### src/rtl/rr_sel_pkg.sv
// Shared constants and helpers for the round-robin / external-select data selector.
package rr_sel_pkg;

  localparam int unsigned MODE_EXT_SEL     = 0;
  localparam int unsigned MODE_ROUND_ROBIN = 1;

  // Ceiling log2 that never returns less than 1, so a 1-channel build still has a select bit.
  function automatic int unsigned clog2_min1(input int unsigned n);
    int unsigned r;
    r = 1;
    for (int unsigned b = 1; b < 32; b++) begin
      if ((64'd1 << b) < 64'(n)) r = b + 1;
    end
    return r;
  endfunction

endpackage

### src/rtl/rr_sel_mux_if.sv
// Producer-side channels plus the single consumer-side output of the selector.
interface rr_sel_mux_if
  import rr_sel_pkg::*;
#(
  parameter int unsigned WIDTH = 32,
  parameter int unsigned N     = 4
) ();

  localparam int unsigned SELW = clog2_min1(N);

  logic [N*WIDTH-1:0] in_data;
  logic [N-1:0]       in_valid;
  logic [N-1:0]       in_ready;
  logic [SELW-1:0]    sel;
  logic [WIDTH-1:0]   out_data;
  logic               out_valid;
  logic               out_ready;
  logic [SELW-1:0]    out_chan;

  modport master (
    output in_data, in_valid, sel, out_ready,
    input  in_ready, out_data, out_valid, out_chan
  );

  modport slave (
    input  in_data, in_valid, sel, out_ready,
    output in_ready, out_data, out_valid, out_chan
  );

endinterface

### src/rtl/rr_grant.sv
// Combinational rotating-priority picker: first requester at or after ptr, wrapping modulo N.
module rr_grant #(
  parameter int unsigned N    = 4,
  parameter int unsigned SELW = 2
) (
  input  logic [N-1:0]    req,
  input  logic [SELW-1:0] ptr,
  output logic [N-1:0]    grant,
  output logic [SELW-1:0] idx,
  output logic            any
);

  // Candidate k of the search is channel (ptr + k) mod N; the first requesting candidate wins.
  always_comb begin
    grant = '0;
    idx   = '0;
    any   = 1'b0;
    for (int unsigned k = 0; k < N; k++) begin
      for (int unsigned i = 0; i < N; i++) begin
        if (!any && req[i] &&
            ((32'(ptr) + k == i) || (32'(ptr) + k == i + N))) begin
          grant[i] = 1'b1;
          idx      = SELW'(i);
          any      = 1'b1;
        end
      end
    end
  end

endmodule

### src/rtl/rr_sel_mux.sv
// Registered N-to-1 selector with valid/ready on every channel; external select or round-robin.
module rr_sel_mux
  import rr_sel_pkg::*;
#(
  parameter int unsigned WIDTH = 32,
  parameter int unsigned N     = 4,
  parameter int unsigned MODE  = MODE_EXT_SEL
) (
  input  logic         clk,
  input  logic         rst,
  rr_sel_mux_if.slave  bus
);

  localparam int unsigned SELW = clog2_min1(N);

  logic [N-1:0]     grant_c;
  logic [SELW-1:0]  idx_c;
  logic             any_c;
  logic             load_ok_c;
  logic             xfer_c;
  logic [WIDTH-1:0] sel_data_c;

  logic             out_valid_q, out_valid_d;
  logic [WIDTH-1:0] out_data_q,  out_data_d;
  logic [SELW-1:0]  out_chan_q,  out_chan_d;

  assign load_ok_c = !out_valid_q || bus.out_ready;
  assign xfer_c    = any_c && load_ok_c;

  if (MODE == MODE_ROUND_ROBIN) begin : gen_rr
    logic [SELW-1:0] rr_ptr_q, rr_ptr_d;
    logic            unused_sel;

    assign unused_sel = ^bus.sel;

    rr_grant #(.N(N), .SELW(SELW)) u_grant (
      .req   (bus.in_valid),
      .ptr   (rr_ptr_q),
      .grant (grant_c),
      .idx   (idx_c),
      .any   (any_c)
    );

    // Pointer moves past the winner only when a beat is actually taken.
    always_comb begin
      rr_ptr_d = rr_ptr_q;
      if (xfer_c) begin
        rr_ptr_d = (32'(idx_c) == N - 1) ? '0 : SELW'(32'(idx_c) + 32'd1);
      end
    end

    // Round-robin pointer register.
    always_ff @(posedge clk or posedge rst) begin
      if (rst) rr_ptr_q <= '0;
      else     rr_ptr_q <= rr_ptr_d;
    end
  end else begin : gen_ext
    // Direct decode of sel; an out-of-range sel grants nobody.
    always_comb begin
      grant_c = '0;
      idx_c   = '0;
      for (int unsigned i = 0; i < N; i++) begin
        if ((N == 1) || (32'(bus.sel) == i)) begin
          grant_c[i] = bus.in_valid[i];
          idx_c      = SELW'(i);
        end
      end
      any_c = |grant_c;
    end
  end

  // Only the granted channel sees ready, and nobody does while in reset.
  assign bus.in_ready = rst ? '0 : (grant_c & {N{load_ok_c}});

  // One-hot data pick from the granted channel.
  always_comb begin
    sel_data_c = '0;
    for (int unsigned i = 0; i < N; i++) begin
      if (grant_c[i]) sel_data_c = bus.in_data[i*WIDTH +: WIDTH];
    end
  end

  // Output stage: load on a channel transfer, else clear valid once the consumer drains it.
  always_comb begin
    out_valid_d = out_valid_q;
    out_data_d  = out_data_q;
    out_chan_d  = out_chan_q;
    if (xfer_c) begin
      out_valid_d = 1'b1;
      out_data_d  = sel_data_c;
      out_chan_d  = idx_c;
    end else if (out_valid_q && bus.out_ready) begin
      out_valid_d = 1'b0;
    end
  end

  // Output register stage.
  always_ff @(posedge clk or posedge rst) begin
    if (rst) begin
      out_valid_q <= 1'b0;
      out_data_q  <= '0;
      out_chan_q  <= '0;
    end else begin
      out_valid_q <= out_valid_d;
      out_data_q  <= out_data_d;
      out_chan_q  <= out_chan_d;
    end
  end

  assign bus.out_valid = out_valid_q;
  assign bus.out_data  = out_data_q;
  assign bus.out_chan  = out_chan_q;

endmodule

### src/flat_wrapper.sv
// flat-port wrapper written by rule: the top's interface ports become plain ports
module rr_sel_mux_flat import rr_sel_pkg::*;
#(
  parameter int unsigned WIDTH = 32,
  parameter int unsigned N     = 4,
  parameter int unsigned MODE  = MODE_EXT_SEL
)
  (clk, rst, bus_in_data, bus_in_valid, bus_sel, bus_out_ready, bus_in_ready, bus_out_data, bus_out_valid, bus_out_chan);
  rr_sel_mux_if #(.WIDTH(WIDTH), .N(N)) bus_i ();
  input  logic clk;
  input  logic rst;
  input wire logic [$bits(bus_i.in_data)-1:0] bus_in_data;
  input wire logic [$bits(bus_i.in_valid)-1:0] bus_in_valid;
  input wire logic [$bits(bus_i.sel)-1:0] bus_sel;
  input wire logic [$bits(bus_i.out_ready)-1:0] bus_out_ready;
  output wire logic [$bits(bus_i.in_ready)-1:0] bus_in_ready;
  output wire logic [$bits(bus_i.out_data)-1:0] bus_out_data;
  output wire logic [$bits(bus_i.out_valid)-1:0] bus_out_valid;
  output wire logic [$bits(bus_i.out_chan)-1:0] bus_out_chan;
  assign bus_i.in_data = bus_in_data;
  assign bus_i.in_valid = bus_in_valid;
  assign bus_i.sel = bus_sel;
  assign bus_i.out_ready = bus_out_ready;
  assign bus_in_ready = bus_i.in_ready;
  assign bus_out_data = bus_i.out_data;
  assign bus_out_valid = bus_i.out_valid;
  assign bus_out_chan = bus_i.out_chan;
  rr_sel_mux #(.WIDTH(WIDTH), .N(N), .MODE(MODE)) u_core (.clk(clk), .rst(rst), .bus(bus_i));
endmodule
### config.mk
export PLATFORM = sky130hd
export DESIGN_NAME = rr_sel_mux_flat
export DESIGN_NICKNAME = d
export VERILOG_FILES = /design/src/rtl/rr_sel_pkg.sv /design/src/rtl/rr_sel_mux_if.sv /design/src/rtl/rr_grant.sv /design/src/rtl/rr_sel_mux.sv /design/src/flat_wrapper.sv
export SDC_FILE = /design/constraint.sdc
export NUM_CORES = 1
export LEC_CHECK = 0
export BUFFER_PORTS_ARGS = -buffer_cell sky130_fd_sc_hd__buf_4
export CORE_MARGIN = 10
export CORE_UTILIZATION = 43
export DETAILED_ROUTE_END_ITERATION = 7
export HOLD_SLACK_MARGIN = 0.05
export PLACE_DENSITY = 0.84
export SLEW_MARGIN = 15
export SYNTH_ARGS = -nofsm -noshare
export SYNTH_HDL_FRONTEND = slang
export SYNTH_SLANG_ARGS = --single-unit
### constraint.sdc
create_clock -name clk -period 1.6 [get_ports clk]
set_input_delay 0 -clock clk [delete_from_list [all_inputs] [get_ports clk]]
set_output_delay 0 -clock clk [all_outputs]
set_load 0.1 [all_outputs]
==> out/results.ini, run 1 <==
[route]
dr.pass1.iters=6
postRouteAntennaNets=0
via_per_inst=5.57
drt_iter0_markers=219
vias=3114
wl_mm=11.0
drc=0
routedWlPerCell_um=19.7

[sta]
fin_setup_tns_ps=-140
setup_ws_ps=-15.9
tightest_slew_ps=432
rsz0062_at_grt=true
slew_violations=0
maxSlewHeadroom=0.712
clock.fmax_ghz=0.619
finalCritPeriodShare=1.01
setup_viol=20
min_period_ps=1620
final-hold-violation-count=0
finClkSkew_ps=9.06

[yosys]
seq_area_frac_synth=0.325
synthCells=319
netlist_area_um2=2700
synth.distinct_cells=26
ys_seq_elements=35
postSynthAreaPerCell_um2=8.46
syn_nets=456
yosys_warnings=0

[critical_path]
critPathLaunch=u_core.bus.out_valid$_DFFE_PP0P_
critPathMaxFanout=16
regToRegStartpoint=u_core.bus.out_valid$_DFFE_PP0P_
critPathCaptureType=flop
crit_type=reg -> reg
r2r_slack_ps=-20
max_stage_delay_ps=420
reg2reg_to=u_core.bus.out_data[20]$_DFFE_PP0P_
cp_num_cells=5
critPathSlowestCell=dfrtp_4
r2r_cells=5
worstPathArrival_ps=1770
critical_path.startpoint_type=flop
worst-path-buf-inv=1
crit_required_ps=1750
crit_chain=nor2b_4 -> a211oi_4 -> a31oi_4 -> buf_12 -> mux2_4
critPathTopFamily=flip-flops

[power]
peakVddDrop_mv=0.682
leakage_nw=2.23
power-per-cell-area_nw_per_um2=1070

[final_layout]
layout_commonest_cell=buf_4
fill_cells=446
final_cell_mix=183 x buf_4, 97 x nand3_1, 69 x nand2_1
drive_gt1_frac=0.504
fin_util=0.721
seqCellArea_um2=880
fin_area_um2=4320
area.growth.synth_to_final_pct=60.1
multiInputGateArea_um2=1720
num_antenna_cells=0
fin_nets=620

[placement]
io_buffers=175
gp_congestion=0.880
placed_cell_area_um2=4140
dp.final_hpwl_mm=8.18

[global_routing]
grt_start_max_net_pins=36
antenna_found_initial=0
overflow=0
grt_pass1_wl_mm=16.7
grt.total_usage=0.204
grt_pass1_vias=3316

[clock_network]
cts_tree=done
root_buffer=clkbuf_8
cts_htree_levels=2
clock_latency_ps=270
cts_sinks=35
cts_buffers=5
clk_pin_slew_ps=80
cts_buffer_depth=2

[status]
violations=setup timing
outcome=finished, violations left

[worst_hold_path]
hold_path_startpoint=bus_sel[0]
hold_depth=2
hold_class=in -> reg
hold_path_end=u_core.bus.out_chan[0]$_DFFE_PP0P_

[die]
io-pin-count=176
die-area_um2=9840
rows=28
die_x_um=99.2
core_um2=5990
initial_core_util=0.450
fp.dieH_um=99.2

[job]
maxCapViolCount=0

-- cells in the mapped netlist (all sizes together) --
| cell | n | area, um^2 |
|---|---|---|
| a211oi | 1 | 12.5 |
| a31oi | 1 | 21.3 |
| and2b | 1 | 7.51 |
| buf | 18 | 111 |
| clkbuf | 16 | 61.3 |
| dfrtp | 35 | 876 |
| inv | 3 | 11.3 |
| mux2 | 33 | 484 |
| mux2i | 1 | 10.0 |
| nand2 | 69 | 259 |
| nand2b | 2 | 20.0 |
| nand3 | 98 | 490 |
| nor2 | 2 | 7.51 |
| nor2b | 1 | 6.26 |
| nor3 | 1 | 5.00 |
| nor4 | 2 | 12.5 |
| o21ai | 2 | 13.8 |
| o22a | 32 | 280 |
| or2b | 1 | 7.51 |
-- worst max-delay path by stage --
stage	slack (ps)	endpoint
after floorplan	-290	bus_in_ready[0]
after global placement	50	u_core.bus.out_data[7]$_DFFE_PP0P_
after detailed placement	-10	u_core.bus.out_data[3]$_DFFE_PP0P_
after CTS	-30	u_core.bus.out_data[3]$_DFFE_PP0P_
after global routing	-50	u_core.bus.out_data[31]$_DFFE_PP0P_
final	-20	u_core.bus.out_data[20]$_DFFE_PP0P_
-- final cells by class --
type                            instances  area share
Multi-Input combinational cell        247       0.398
Timing Repair Buffer                  191       0.349
Sequential cell                        35       0.204
Clock buffer                            7      0.0223
Tap cell                               75      0.0217
Inverter                                3     0.00348
Clock inverter                          1     0.00174
-- logic make-up after synthesis --
kind of cell           count (synthesis)  share of synthesized area
AO/OA/AOI/OAI                         36                      0.122
buffers and inverters                 37                     0.0682
flip-flops                            35                      0.325
multiplexers                          34                      0.183
AND/OR/NAND/NOR                      177                      0.302
-- registers in the layout (all words and copies together), names as in the netlist --
signal and flops:
u_core.bus.out_chan 2, u_core.bus.out_valid 1, u_core.bus.out_data 32
-- stage by stage --
step / setup slack (ps) / instances / hold slack, ps / power (mW)
CTS: -26.7 / 556 / 62.2 / 4.63
detailed placement: -12.2 / 547 / 198 / 3.93
floorplan: -292 / 319 / -48.6 / 3.16
finish: -15.9 / 559 / 70.9 / 4.63
global route: -49.1 / 559 / 71.7 / 4.81
global placement: 48.0 / 547 / 186 / 3.88
-- layer usage --
metal	global-route usage	wire (um)
met5	0	0
met4	0.0540	184
met3	0.0747	1120
met2	0.351	5570
met1	0.232	4120
-- where the power goes --
| part | internal (mW) | switching [mW] | leakage [nW] |
|---|---|---|---|
| Sequential | 1.07 | 0.124 | 0.450 |
| Clock | 0.391 | 0.300 | 0.0505 |
| Combinational | 0.856 | 1.89 | 1.73 |
| Total | 2.32 | 2.31 | 2.23 |
-- what timing repair did --
action                                  in CTS  in global routing
buffers inserted                             0                  2
resized for setup                            3                  3
hold buffers                                 1                  0
hold endpoints to repair                    35                  0
endpoints found under the setup margin      35                 34
gates cloned                                 0                  1
Note: power is estimated with default switching activity, not from simulation.
==> run 2, diff against run 1 <==
CORE_MARGIN = default   (was 10)
CORE_UTILIZATION = 45   (was 43)
PLACE_DENSITY = 0.87   (was 0.84)
clock period = 1.9 ns   (was 1.6 ns; I/O delays follow)
==> run 2 against run 1 <==
Against the previous run:
- the flow now finishes without violations
- maximum frequency shrank 3.0%
- sequential cell count is the same
- worst setup slack gained 250 ps
- final area shrank 3.3%
- sequential share of layout area grew 0.69 points
- critical path type unchanged
- highest routed layer unchanged
==> out/results.ini, run 2 (same netlist as run 1, synthesis figures left out) <==
[placement]
gp_congestion=0.834  ; -5.2%
io_buffers=175  ; unchanged
placed_cell_area_um2=4090  ; -1.1%
dp.final_hpwl_mm=6.92  ; -15%
pre_cts_slack_ps=193  ; +205 ps

[route]
drt_iter0_markers=206  ; -5.9%
drc=0  ; unchanged
dr.pass1.iters=5  ; -1
wl_mm=9.37  ; -15%
routedWlPerCell_um=17.1  ; -13%
vias=3138  ; +0.77%
postRouteAntennaNets=0  ; unchanged
via_per_inst=5.72  ; +2.6%

[clock_network]
cts_htree_levels=2  ; unchanged
cts_buffer_depth=2  ; unchanged
cts_tree=done
clk_pin_slew_ps=70  ; about the same
ctsResizeCount=0  ; -3
cts_sinks=35  ; unchanged
hold_buffers=1  ; unchanged
cts_buffers=5  ; unchanged
post_cts_buffers=0  ; unchanged
clock_latency_ps=280  ; about the same
root_buffer=clkbuf_8

[global_routing]
grt_pass1_wl_mm=14.9  ; -11%
grt.total_usage=0.304  ; +0.100
grt_pass1_vias=3237  ; -2.4%
grt_util_met3=0.0709  ; -0.00388
grt_start_max_net_pins=36  ; unchanged
antenna_found_initial=0  ; unchanged
use_met2=0.540  ; +0.189
gr-usage-met1=0.348  ; +0.116
grt.busiest_layer=met2
overflow=0  ; unchanged

[sta]
final-hold-violation-count=0  ; unchanged
slew_violations=0  ; unchanged
clock.fmax_ghz=0.600  ; -3.0%
setup_ws_ps=233  ; +249 ps
hold_slack_ps=65.2  ; -5.70 ps
rsz0062_at_grt=false
min_period_ps=1670  ; +50.6 ps
tightest_slew_ps=1200  ; +767 ps
maxSlewHeadroom=0.201  ; -0.511
finClkSkew_ps=11.5  ; +2.42 ps
setup_viol=0  ; -100%
finalCritPeriodShare=0.877  ; -0.133

[die]
core_um2=5640  ; -5.8%
die-area_um2=6310  ; -36%
io-pin-count=176  ; unchanged
fp.dieH_um=79.4  ; -20%
die_x_um=79.4  ; -20%
rows=27  ; -3.6%
initial_core_util=0.478  ; +0.0279

[final_layout]
num_antenna_cells=0  ; unchanged
fin_area_um2=4180  ; -3.3%
layout_commonest_cell=buf_4
final_cell_mix=181 x buf_4, 98 x nand3_1, 69 x nand2_1
fin_nets=614  ; -0.97%
fin_util=0.741  ; +0.0196
largest_reg_flops=32  ; unchanged
area.growth.synth_to_final_pct=54.9
drive_gt1_frac=0.488  ; -0.0157

[critical_path]
reg2reg_to=u_core.bus.out_data[23]$_DFFE_PP0P_
critPathCaptureType=flop
crit_end=u_core.bus.out_data[23]$_DFFE_PP0P_
crit_required_ps=2070  ; +320 ps
r2r_slack_ps=230  ; +250 ps
r2r_cells=5  ; unchanged
critPathMaxFanout=18  ; +2
critPathLaunch=u_core.bus.out_valid$_DFFE_PP0P_
regToRegStartpoint=u_core.bus.out_valid$_DFFE_PP0P_
crit_type=reg -> reg
worstPathArrival_ps=1830  ; +60 ps
critical_path.startpoint_type=flop

[status]
outcome=complete, no violations

[power]
peakVddDrop_mv=0.552  ; -19%
power-per-cell-area_nw_per_um2=899  ; -16%
finalPower_mw=3.75  ; -19%
leakage_nw=2.16  ; -2.8%

[worst_hold_path]
hold_class=in -> reg

[job]
maxCapViolCount=0  ; unchanged

## run 2: changes by cell type in the layout (fill, tap and decap cells not counted), sizes merged
cell,delta
buf,-5
clkbuf,-1
clkinvlp,-2
inv,+1
## run 2: how the worst min path moves through the flow
stage,from,end,depth (start not counted)
2_1_floorplan,rst,bus_in_ready[1],1
3_3_place_gp,rst,u_core.bus.out_chan[1]$_DFFE_PP0P_,3
3_5_place_dp,rst,u_core.bus.out_chan[1]$_DFFE_PP0P_,3
4_1_cts,bus_sel[0],u_core.bus.out_chan[0]$_DFFE_PP0P_,2
5_1_grt,bus_sel[0],u_core.bus.out_chan[0]$_DFFE_PP0P_,2
6_report,bus_sel[0],u_core.bus.out_chan[0]$_DFFE_PP0P_,2
## run 2: routing by layer
layer	vias to the layer above	wire length (um)
met3	28	823
met2	177	4810
met1	1485	3460
li1	1448	-
met4	0	266
met5	-	0
## run 2: final cells by class
cell class / instances / area (um^2)
multi-input cells: 247 / 1690
flip-flops and latches: 35 / 880
well taps: 72 / 90.1
clock buffers: 7 / 76.3
repair buffers: 185 / 1430
fillers: 448 / 1460
inverters: 3 / 11.3
## run 2: per-stage QoR
step	setup TNS (ps)	cells
6_report	0	549
5_1_grt	0	549
4_1_cts	0	549
3_5_place_dp	0	541
3_3_place_gp	0	541
2_1_floorplan	-17.0	319
## run 2: where the power goes
part / total [mW] / switching (mW) / internal [mW]
registers: 0.996 / 0.0958 / 0.900
clock network: 0.493 / 0.241 / 0.252
logic: 2.27 / 1.57 / 0.693
total: 3.75 / 1.91 / 1.85
## run 2: critical path: stages, from the launching register on
cell and delay, ps:
dfrtp_4 430, nor2b_4 220, a211oi_2 80, a31oi_4 240, buf_12 220, mux2_2 350
